`src/rtl/addsub_pkg.sv`:
```
`default_nettype none
// ============================================================================
//  Module      : addsub_pkg
//  Description : Shared constants, state encoding and helpers for the
//                nibble-serial add/subtract sequencer.
//  Revision    : 1.0 - initial release
// ============================================================================
package addsub_pkg;

    // Width of the shared ripple-carry slice.
    localparam int SLICE_W = 4;

    // Sequencer states.
    typedef enum logic [1:0] {
        IDLE = 2'd0,
        RUN  = 2'd1,
        DONE = 2'd2
    } state_t;

    // Number of slice passes needed for a full-width operation.
    function automatic int nslices(input int width);
        return width / SLICE_W;
    endfunction

endpackage
`default_nettype wire

```
`src/rtl/rca_nbit.sv`:
```
`default_nettype none
// ============================================================================
//  Module      : rca_nbit
//  Description : N-bit ripple-carry adder; the controller time-shares one
//                4-bit instance across all nibbles of an operation.
//  Revision    : 1.0 - initial release
// ============================================================================
module rca_nbit #(
    parameter int N = 4
) (
    input  logic [N-1:0] a,
    input  logic [N-1:0] b,
    input  logic         cin,
    output logic [N-1:0] sum,
    output logic         cout
);

    logic [N:0] c;

    assign c[0] = cin;

    for (genvar i = 0; i < N; i++) begin : g_bit
        assign sum[i]  = a[i] ^ b[i] ^ c[i];
        assign c[i+1]  = (a[i] & b[i]) | (c[i] & (a[i] ^ b[i]));
    end

    assign cout = c[N];

endmodule
`default_nettype wire

```
`src/rtl/addsub_serial_ctrl.sv`:
```
`default_nettype none
// ============================================================================
//  Module      : addsub_serial_ctrl
//  Description : Nibble-serial WIDTH-bit add/subtract sequencer built around a
//                single shared 4-bit ripple-carry slice.
//                Optional macro ADDSUB_OVF_EN adds a signed overflow output.
//  Revision    : 1.0 - initial release
// ============================================================================
module addsub_serial_ctrl
    import addsub_pkg::*;
#(
    parameter int WIDTH = 16
) (
    input  logic             clk,
    input  logic             reset_n,
    input  logic             start,
    input  logic             add_n,
    input  logic [WIDTH-1:0] x,
    input  logic [WIDTH-1:0] y,
    output logic             ready,
    output logic             done,
    output logic [WIDTH-1:0] s,
    output logic             c_out
`ifdef ADDSUB_OVF_EN
    ,
    output logic             overflow
`endif
);

    localparam int               NSLICES  = nslices(WIDTH);
    localparam int               IDX_W    = (NSLICES > 1) ? $clog2(NSLICES) : 1;
    localparam logic [IDX_W-1:0] LAST_IDX = IDX_W'(NSLICES - 1);

    if (((WIDTH % SLICE_W) != 0) || (WIDTH < 8)) begin : g_bad_width
        $error("addsub_serial_ctrl: WIDTH must be a multiple of 4 and at least 8");
    end

    state_t               state;
    logic [IDX_W-1:0]     idx;
    logic                 carry;
    logic                 op_q;
    logic [WIDTH-1:0]     x_q;
    logic [WIDTH-1:0]     y_q;
    // The top nibble is never stored: it goes straight into s at commit.
    logic [WIDTH-SLICE_W-1:0] partial;

    logic [SLICE_W-1:0]   slice_a;
    logic [SLICE_W-1:0]   slice_b;
    logic [SLICE_W-1:0]   slice_sum;
    logic                 slice_cout;

    // Subtraction feeds ~y into the slice; the +1 arrives as the initial carry.
    assign slice_a = x_q[SLICE_W*idx +: SLICE_W];
    assign slice_b = y_q[SLICE_W*idx +: SLICE_W] ^ {SLICE_W{op_q}};

    rca_nbit #(
        .N    (SLICE_W)
    ) u_slice (
        .a    (slice_a),
        .b    (slice_b),
        .cin  (carry),
        .sum  (slice_sum),
        .cout (slice_cout)
    );

    assign ready = (state == IDLE);
    assign done  = (state == DONE);

    // Sequencer: accept, walk the nibbles through the slice, commit.
    always_ff @(posedge clk) begin
        if (!reset_n) begin
            state   <= IDLE;
            idx     <= '0;
            carry   <= 1'b0;
            op_q    <= 1'b0;
            x_q     <= '0;
            y_q     <= '0;
            partial <= '0;
            s       <= '0;
            c_out   <= 1'b0;
`ifdef ADDSUB_OVF_EN
            overflow <= 1'b0;
`endif
        end else begin
            case (state)
                IDLE: begin
                    if (start) begin
                        x_q   <= x;
                        y_q   <= y;
                        op_q  <= add_n;
                        carry <= add_n;
                        idx   <= '0;
                        state <= RUN;
                    end
                end
                RUN: begin
                    carry <= slice_cout;
                    if (idx == LAST_IDX) begin
                        s     <= {slice_sum, partial};
                        c_out <= slice_cout;
`ifdef ADDSUB_OVF_EN
                        // Signed overflow: like-signed operands, result sign differs.
                        overflow <= (x_q[WIDTH-1] == (y_q[WIDTH-1] ^ op_q)) &&
                                    (slice_sum[SLICE_W-1] != x_q[WIDTH-1]);
`endif
                        idx   <= '0;
                        state <= DONE;
                    end else begin
                        partial[SLICE_W*idx +: SLICE_W] <= slice_sum;
                        idx <= idx + 1'b1;
                    end
                end
                DONE: begin
                    state <= IDLE;
                end
                default: begin
                    state <= IDLE;
                end
            endcase
        end
    end

endmodule
`default_nettype wire

```
`config.mk`:
```
export PLATFORM = sky130hd
export DESIGN_NAME = addsub_serial_ctrl
export DESIGN_NICKNAME = d
export VERILOG_FILES = /design/src/rtl/addsub_pkg.sv /design/src/rtl/rca_nbit.sv /design/src/rtl/addsub_serial_ctrl.sv
export SDC_FILE = /design/constraint.sdc
export NUM_CORES = 1
export LEC_CHECK = 0
export ABC_AREA = 1
export CORE_UTILIZATION = 55
export DETAILED_ROUTE_END_ITERATION = 10
export GPL_ROUTABILITY_DRIVEN = 0
export GPL_TIMING_DRIVEN = 0
export PLACE_DENSITY = 0.86
export SLEW_MARGIN = 20
export SYNTH_ARGS = -nofsm -noshare
export SYNTH_HDL_FRONTEND = slang
export SYNTH_SLANG_ARGS = --single-unit
```
`constraint.sdc`:
```
create_clock -name clk -period 4.23 [get_ports clk]
set_input_delay 0.6345 -clock clk [delete_from_list [all_inputs] [get_ports clk]]
set_output_delay 0.6345 -clock clk [all_outputs]
set_load 0.02 [all_outputs]
```
* Word level (Yosys, flattened, before mapping)
Cells that the tools add are included.
** Storage, ports and cells
- Bits of input ports :: 36
- Output and inout bits :: 19
- Bits in registers :: 67
- Word-level logic and storage cells :: 58
** Operators by class
- Eq/ne operators :: 5
- Shifts and indexed selects :: 4
- Add/sub/neg operators :: 2
- Mux-type cells :: 9
- Bitwise logic cells :: 22
- Reduce and logical (&&, ||, !) cells :: 7
** Operator list (number)
- negation 4 -> 34 bit :: 1
- variable shift 4 x 34 -> 12 bit (first input constant) :: 1
- variable part select 4 x 34 -> 12 bit :: 1
- variable part select 16 x 5 -> 4 bit :: 2
- bitwise mux 12 bit :: 1
- AND reduction 2 bit :: 5
- AND 1 bit :: 8
- 2-to-1 mux 2 bit :: 4
- one-hot mux 2 bit (2 select lines) :: 2
- bitwise XOR 1 bit :: 8
- equality test 2 bit (second input constant) :: 2
- inequality test 2 bit (second input constant) :: 2
- OR 1 bit :: 4
- bitwise XOR 4 bit :: 1
- adder 2 x 1 -> 2 bit (second input constant) :: 1
- equality test 2 x 1 -> 1 bit (second input constant) :: 1
- zero test 2 bit :: 1
- one-hot mux 1 bit (2 select lines) :: 1
- nonzero test 2 bit :: 1
- 2-to-1 mux 1 bit :: 1
- inverter 1 bit :: 1

* Longest topological paths before layout
- Depth in word-level cells :: 12
- Depth in mapped cells :: 16
- Mapped depth without buffers :: 16

* Modules after synthesis
A second synthesis with hierarchy kept.
** Unflattened totals
- Cells, all modules :: 436
- Area, all modules :: 3021.6 µm²
** Modules (own cells, without submodules)
- addsub_serial_ctrl :: times used 1, sequential area each 1341.3 µm², area each 2904.0 µm², cells each 422
- rca_nbit :: times used 1, sequential area each 0.0 µm², area each 117.6 µm², cells each 14

* Worst setup path before layout
No wires, ideal clock.
- Path type :: register -> register
- From :: register idx[1]
- To :: register partial[7]
- Arrival :: 2736 ps
- Data required time :: 4166 ps
- Clock period less this slack :: 2800 ps
- Setup time :: 64 ps
- Slack :: 1430 ps
- Path buffers :: 1
- Cell stages (with the launch flop) :: 15
- Path through :: dfxtp_1 > buf_2 > clkinv_1 > nand3_1 > nand2_1 > nand2_1 > nand2_1 > fa_1 > fa_1 > inv_1 > fa_1 > fa_1 > nor3_1 > nor2_1 > nor2_1
** Between the ends
- Word-level cells in the longest chain between the ends :: 12
- Elaborated cells between the ends (all ways) :: 27
- Those cells by class :: 1 x add/sub; 1 x eq/ne; 4 x shift; 1 x mux; 19 x bitwise; 1 x reduce/logical
** Ends and longest elaborated chain
- from (decl) :: line addsub_serial_ctrl.sv:39 : logic [IDX_W-1:0] idx;
- from (signal assigned) :: line addsub_serial_ctrl.sv:110 : idx <= idx + 1'b1;
- variable part select 16 x 5 -> 4 bit :: line addsub_serial_ctrl.sv:54 : assign slice_b = y_q[SLICE_W*idx +: SLICE_W] ^ {SLICE_W{op_q}};
- bitwise XOR 4 bit :: line addsub_serial_ctrl.sv:54
- bitwise XOR 1 bit :: line rca_nbit.sv:23, rca_nbit.sv:24
- AND 1 bit :: line rca_nbit.sv:24 : assign c[i+1] = (a[i] & b[i]) | (c[i] & (a[i] ^ b[i]));
- OR 1 bit :: line rca_nbit.sv:24
- AND 1 bit :: line rca_nbit.sv:24
- OR 1 bit :: line rca_nbit.sv:24
- AND 1 bit :: line rca_nbit.sv:24
- OR 1 bit :: line rca_nbit.sv:24
- bitwise XOR 1 bit :: line rca_nbit.sv:23 : assign sum[i] = a[i] ^ b[i] ^ c[i];
- variable part select 4 x 34 -> 12 bit :: line addsub_serial_ctrl.sv:109 : partial[SLICE_W*idx +: SLICE_W] <= slice_sum;
- bitwise mux 12 bit :: line addsub_serial_ctrl.sv:109
- to (signal, indexed assignment) :: line addsub_serial_ctrl.sv:109
- to (decl) :: line addsub_serial_ctrl.sv:45 : logic [WIDTH-SLICE_W-1:0] partial;
Several ways; a longest one is shown, not always the timed one.
A chain may end at the register's enable or synchronous reset.

* Final worst setup path
Same ends and word-level chain as after synthesis.

==> results <==
- The flow ran to the end, and the final reports show no timing, DRC or antenna violations.
- By area the synthesized netlist is led by sky130_fd_sc_hd__dfxtp_1 45%, sky130_fd_sc_hd__nor2_1 16%, sky130_fd_sc_hd__nand2_1 7.9%, sky130_fd_sc_hd__o21ai_0 6.8%, sky130_fd_sc_hd__nand3_1 3.3%.
- STA puts the critical path data arrival time at between 3 and 4 ns.
- Headroom to the max-slew limit came out at 0.699.
- Once placement completed, the tool counted placed cells totaling 547.
- The classification of the worst setup path is flip-flop to flip-flop.
- The most common flop cell mapped by yosys is sky130_fd_sc_hd__dfxtp_1.
- The number of hold buffers added after cts is 0.
- Counting every instance in the synthesized netlist gives 424.
- The share of the Yosys chip area taken by registers is 0.446.
- Across the run, the number of max-cap violations was 0.
- The count of fill cells added during filler insertion is 447.
- After synthesis, the largest family of logic cells by area is simple AND/OR/NAND/NOR gates.
- The area of the mapped netlist is around 3000 sq um.
- The largest buffer count on any clock path is 2.
- The highest attainable clock frequency is 0.305 GHz.
- Synthesis inferred 67 register bits.
- By count the netlist is led by 128 x sky130_fd_sc_hd__nor2_1, 67 x sky130_fd_sc_hd__dfxtp_1, 63 x sky130_fd_sc_hd__nand2_1, 41 x sky130_fd_sc_hd__o21ai_0, 23 x sky130_fd_sc_hd__inv_1.
- The share of total power dissipated in sequential elements is 0.480.
- Along the worst path, the maximum fanout reaches 11.
- Of the post-synthesis cell area, the dominant cell type holds 0.446.
- The clock root buffer is sky130_fd_sc_hd__clkbuf_8.
- In this run, CTS created clock tree buffers numbering 9.
- The final-report hold violation count is 0.
- The maximum number of pins on one net before global-route repair is 13.
- Once the clock tree was built, the setup fixing pass inserted 0 buffers.
- Measured on the finished design, the core utilization comes to 0.734.
- Of the total power, the share spent switching nets is 0.272.
- The number of resized instances in the post-cts repair step is 0.
- sky130_fd_sc_hd__nor2_1 is the most common cell in the netlist.
- The compound-cell area share of the yosys netlist was 0.114.
- The total detailed-routing wirelength is ~6700 um.
- The share of total power dissipated in combinational logic is 0.165.
- Of the total synthesized cell area, the portion taken by XOR and XNOR cells is 0.
- Averaged over all synthesized cells, the footprint is around 7.1 sq um.
- The count of input and output buffers is 53.
- The worst voltage drop across the vdd grid is around 0.24 mV.
- Clock-pin slew was measured on the worst setup and hold paths at approximately 0.07 ns.
- The chip width is between 70 and 80 um.
- Summing all flip-flop and latch instances after layout gives approximately 1300 sq um.
- The final net count is roughly 530.
- The clock drives 67 sinks.
- The tightest min-delay check is of the flip-flop to flip-flop type.
- The cell accounting for the most synthesized area is sky130_fd_sc_hd__dfxtp_1.
- The clock group share of total power is 0.355.
- The post-synthesis cell type count is 24.
- The die area is 5770 sq um.
- The async set-or-reset flop fraction in the synthesized netlist is 0.
- The total power per unit cell area is between 300 and 400 nW/um^2.
- The via count of the first global-routing pass is approximately 2700.
- The first detailed-routing pass took 4 iterations.
- The post-synthesis net count is approximately 470.
- The vertical die dimension is 76.0 um.
- The area of the multi-input gates is 1450 sq um.
- The all-layer global routing usage is 0.250.
- The number of nets with antenna violations after routing is 0.
- The worst-margin pin slew is 0.452 ns.
- The endpoint kind of the worst setup timing path is a flip-flop.
- The post-detailed-placement cell area is about 3600 sq um.
- Setup repair after global routing left no endpoint under its margin.
- The critical path data required time is ~4.5 ns.
- Of the total synthesized cell area, the portion taken by full adders, half adders and majority gates is 0.0474.
- The design draws ~1.4 mW.
- The HPWL reported at the end of detailed placement is approximately 4800 um.
- Dividing the detail-routed wire length by the instance count gives 11.9 um.
- The H-tree generated during clock tree synthesis spans 3 levels.
- The via total after detailed routing is ~2900.
- Pin placement for this block handled 55 I/O pins.
- The worst clock skew on the final layout is between 0.006 and 0.007 ns.
- For this run, the number of Yosys warnings is 0.
- The first global-routing pass estimated approximately 12000 um of wire.
- Summed over all failing endpoints, the final setup total negative slack is 0 ns.
- For this run, design rule violations remaining after detail routing come to 0.
- The effective utilization at floorplan is 0.578.
- The total of endpoints with negative setup slack in the final report is 0.
- The share of cell area taken by muxes after synthesis is 0.
- The simple logic cell fraction of the synthesized area is 0.320.
- In this run the standard cell core region covers 5200 sq um.
- For the worst-skew pair, the clock arrives at the later sink with an insertion delay of 0.34 ns.
- The post-layout instance area is about 3800 sq um.
- Summed over all cells, the static leakage comes to between 1.5 and 2 nW.
- The ratio of cells with drive above 1 in the final layout is 0.0953.
- The clock tree from TritonCTS is yes.
- The critical path startpoint category is a flip-flop.
- The DRC marker count from the first detailed-route iteration is around 140.
- For this design the total switching power over the nets is 390 uW.
- The leftover overflow at the end of global routing is 0.
- The count of pins over their slew limit is 0.
- Excluding fillers, the count of instances in the completed layout stands at between 500 and 600.
- In the finished design, the share of the clock period the worst path needs comes to 0.776.
- After detailed routing, the number of vias per cell comes to 5.09.
- The internal power of the cells totals 1.04 mW.
- Row generation in the floorplan step produced 26 rows.
- Counting I/O delays and the setup requirement, the final critical path takes about 3.3 ns.
- The area added between synthesis and finish is 26.9%.
- The initial antenna violation count was 0.
- Yosys mapped a number of flops with a built-in enable equal to 0.
- The number of antenna cells inserted is 0.
## final cells by class
| class | instances | area share |
|---|---|---|
| Buffer | 19 | 0.0275 |
| Clock buffer | 15 | 0.0488 |
| Clock inverter | 1 | 0.00131 |
| Inverter | 30 | 0.0301 |
| Multi-Input combinational cell | 308 | 0.379 |
| Sequential cell | 67 | 0.351 |
| Tap cell | 70 | 0.0229 |
| Timing Repair Buffer | 53 | 0.139 |
## cells in the final DEF, fill, tap and decap left out, types with 2 or more instances in the layout
| cell | synthesis | routed |
|---|---|---|
| sky130_fd_sc_hd__inv_2 | 5 | 5 |
| sky130_fd_sc_hd__nor2_1 | 128 | 128 |
| sky130_fd_sc_hd__dfxtp_1 | 67 | 67 |
| sky130_fd_sc_hd__clkdlybuf4s50_1 | 0 | 53 |
| sky130_fd_sc_hd__nor3_1 | 4 | 4 |
| sky130_fd_sc_hd__nor2_2 | 10 | 10 |
| sky130_fd_sc_hd__nand2_2 | 2 | 2 |
| sky130_fd_sc_hd__clkbuf_8 | 0 | 13 |
| sky130_fd_sc_hd__fa_1 | 4 | 4 |
| sky130_fd_sc_hd__clkbuf_1 | 8 | 10 |
| sky130_fd_sc_hd__o21ai_0 | 41 | 41 |
| sky130_fd_sc_hd__buf_6 | 2 | 2 |
| sky130_fd_sc_hd__inv_1 | 23 | 23 |
| sky130_fd_sc_hd__o22ai_1 | 2 | 2 |
| sky130_fd_sc_hd__nand2_1 | 63 | 63 |
| sky130_fd_sc_hd__a21oi_1 | 8 | 8 |
| sky130_fd_sc_hd__nand3_2 | 2 | 2 |
| sky130_fd_sc_hd__nand3_1 | 20 | 20 |
| sky130_fd_sc_hd__o21ai_1 | 17 | 17 |
| sky130_fd_sc_hd__buf_4 | 3 | 3 |
| sky130_fd_sc_hd__ha_1 | 5 | 5 |
| sky130_fd_sc_hd__buf_2 | 6 | 6 |
## flip-flops by register name, indices dropped and copies added (netlist names)
name and flops:
c_out 1, carry 1, idx 2, op_q 1, partial 12, s 16, state 2, x_q 16
y_q 16
## per-stage QoR
step | worst slack (ns) | hold slack, ns
6_report | 0.949 | 0.456
5_1_grt | 0.669 | 0.479
4_1_cts | 0.960 | 0.454
3_5_place_dp | 0.994 | 0.444
3_3_place_gp | 1.03 | 0.437
2_1_floorplan | 1.43 | 0.424
## critical path, cell delays in order (launching register included)
cell and delay (ns):
sky130_fd_sc_hd__dfxtp_1 0.35, sky130_fd_sc_hd__buf_2 0.24, sky130_fd_sc_hd__clkinv_1 0.33, sky130_fd_sc_hd__o21ai_0 0.22
sky130_fd_sc_hd__o22ai_1 0.16, sky130_fd_sc_hd__fa_1 0.42, sky130_fd_sc_hd__fa_1 0.37, sky130_fd_sc_hd__inv_1 0.08
sky130_fd_sc_hd__fa_1 0.18, sky130_fd_sc_hd__fa_1 0.47, sky130_fd_sc_hd__nor3_1 0.23, sky130_fd_sc_hd__nor2_1 0.07
sky130_fd_sc_hd__nor2_1 0.10
## power groups by stage
stage | logic (mW) | clock network [mW] | registers (mW)
after floorplan | 0.156 | 0 | 0.696
after CTS | 0.235 | 0.507 | 0.687
final | 0.236 | 0.508 | 0.687
after global routing | 0.266 | 0.538 | 0.691
after global placement | 0.228 | 0 | 0.700
after detailed placement | 0.233 | 0 | 0.701
## metal layers
metal	track usage	routed length, um	vias to the layer above
met5	0	0	-
met4	0.112	83	0
met3	0.0443	283	12
met2	0.443	3380	72
met1	0.296	2950	1319
li1	-	-	1463
## cells by family after synthesis
kind of cell / count (synthesis)
AND/OR/NAND/NOR: 231
buffers and inverters: 49
flip-flops: 67
AO/OA/AOI/OAI: 68
adder cells (fa/ha/maj): 9
## worst paths after layout
kind,startpoint,to,slack [ns],cells past startpoint
min,x_q[3],x_q[3],0.46,2
max,idx[1],partial[7],0.95,12
max reg2reg,idx[1],partial[7],0.95,12
min reg2reg,x_q[3],x_q[3],0.46,2
No activity file was read; power rests on OpenSTA's default activity.
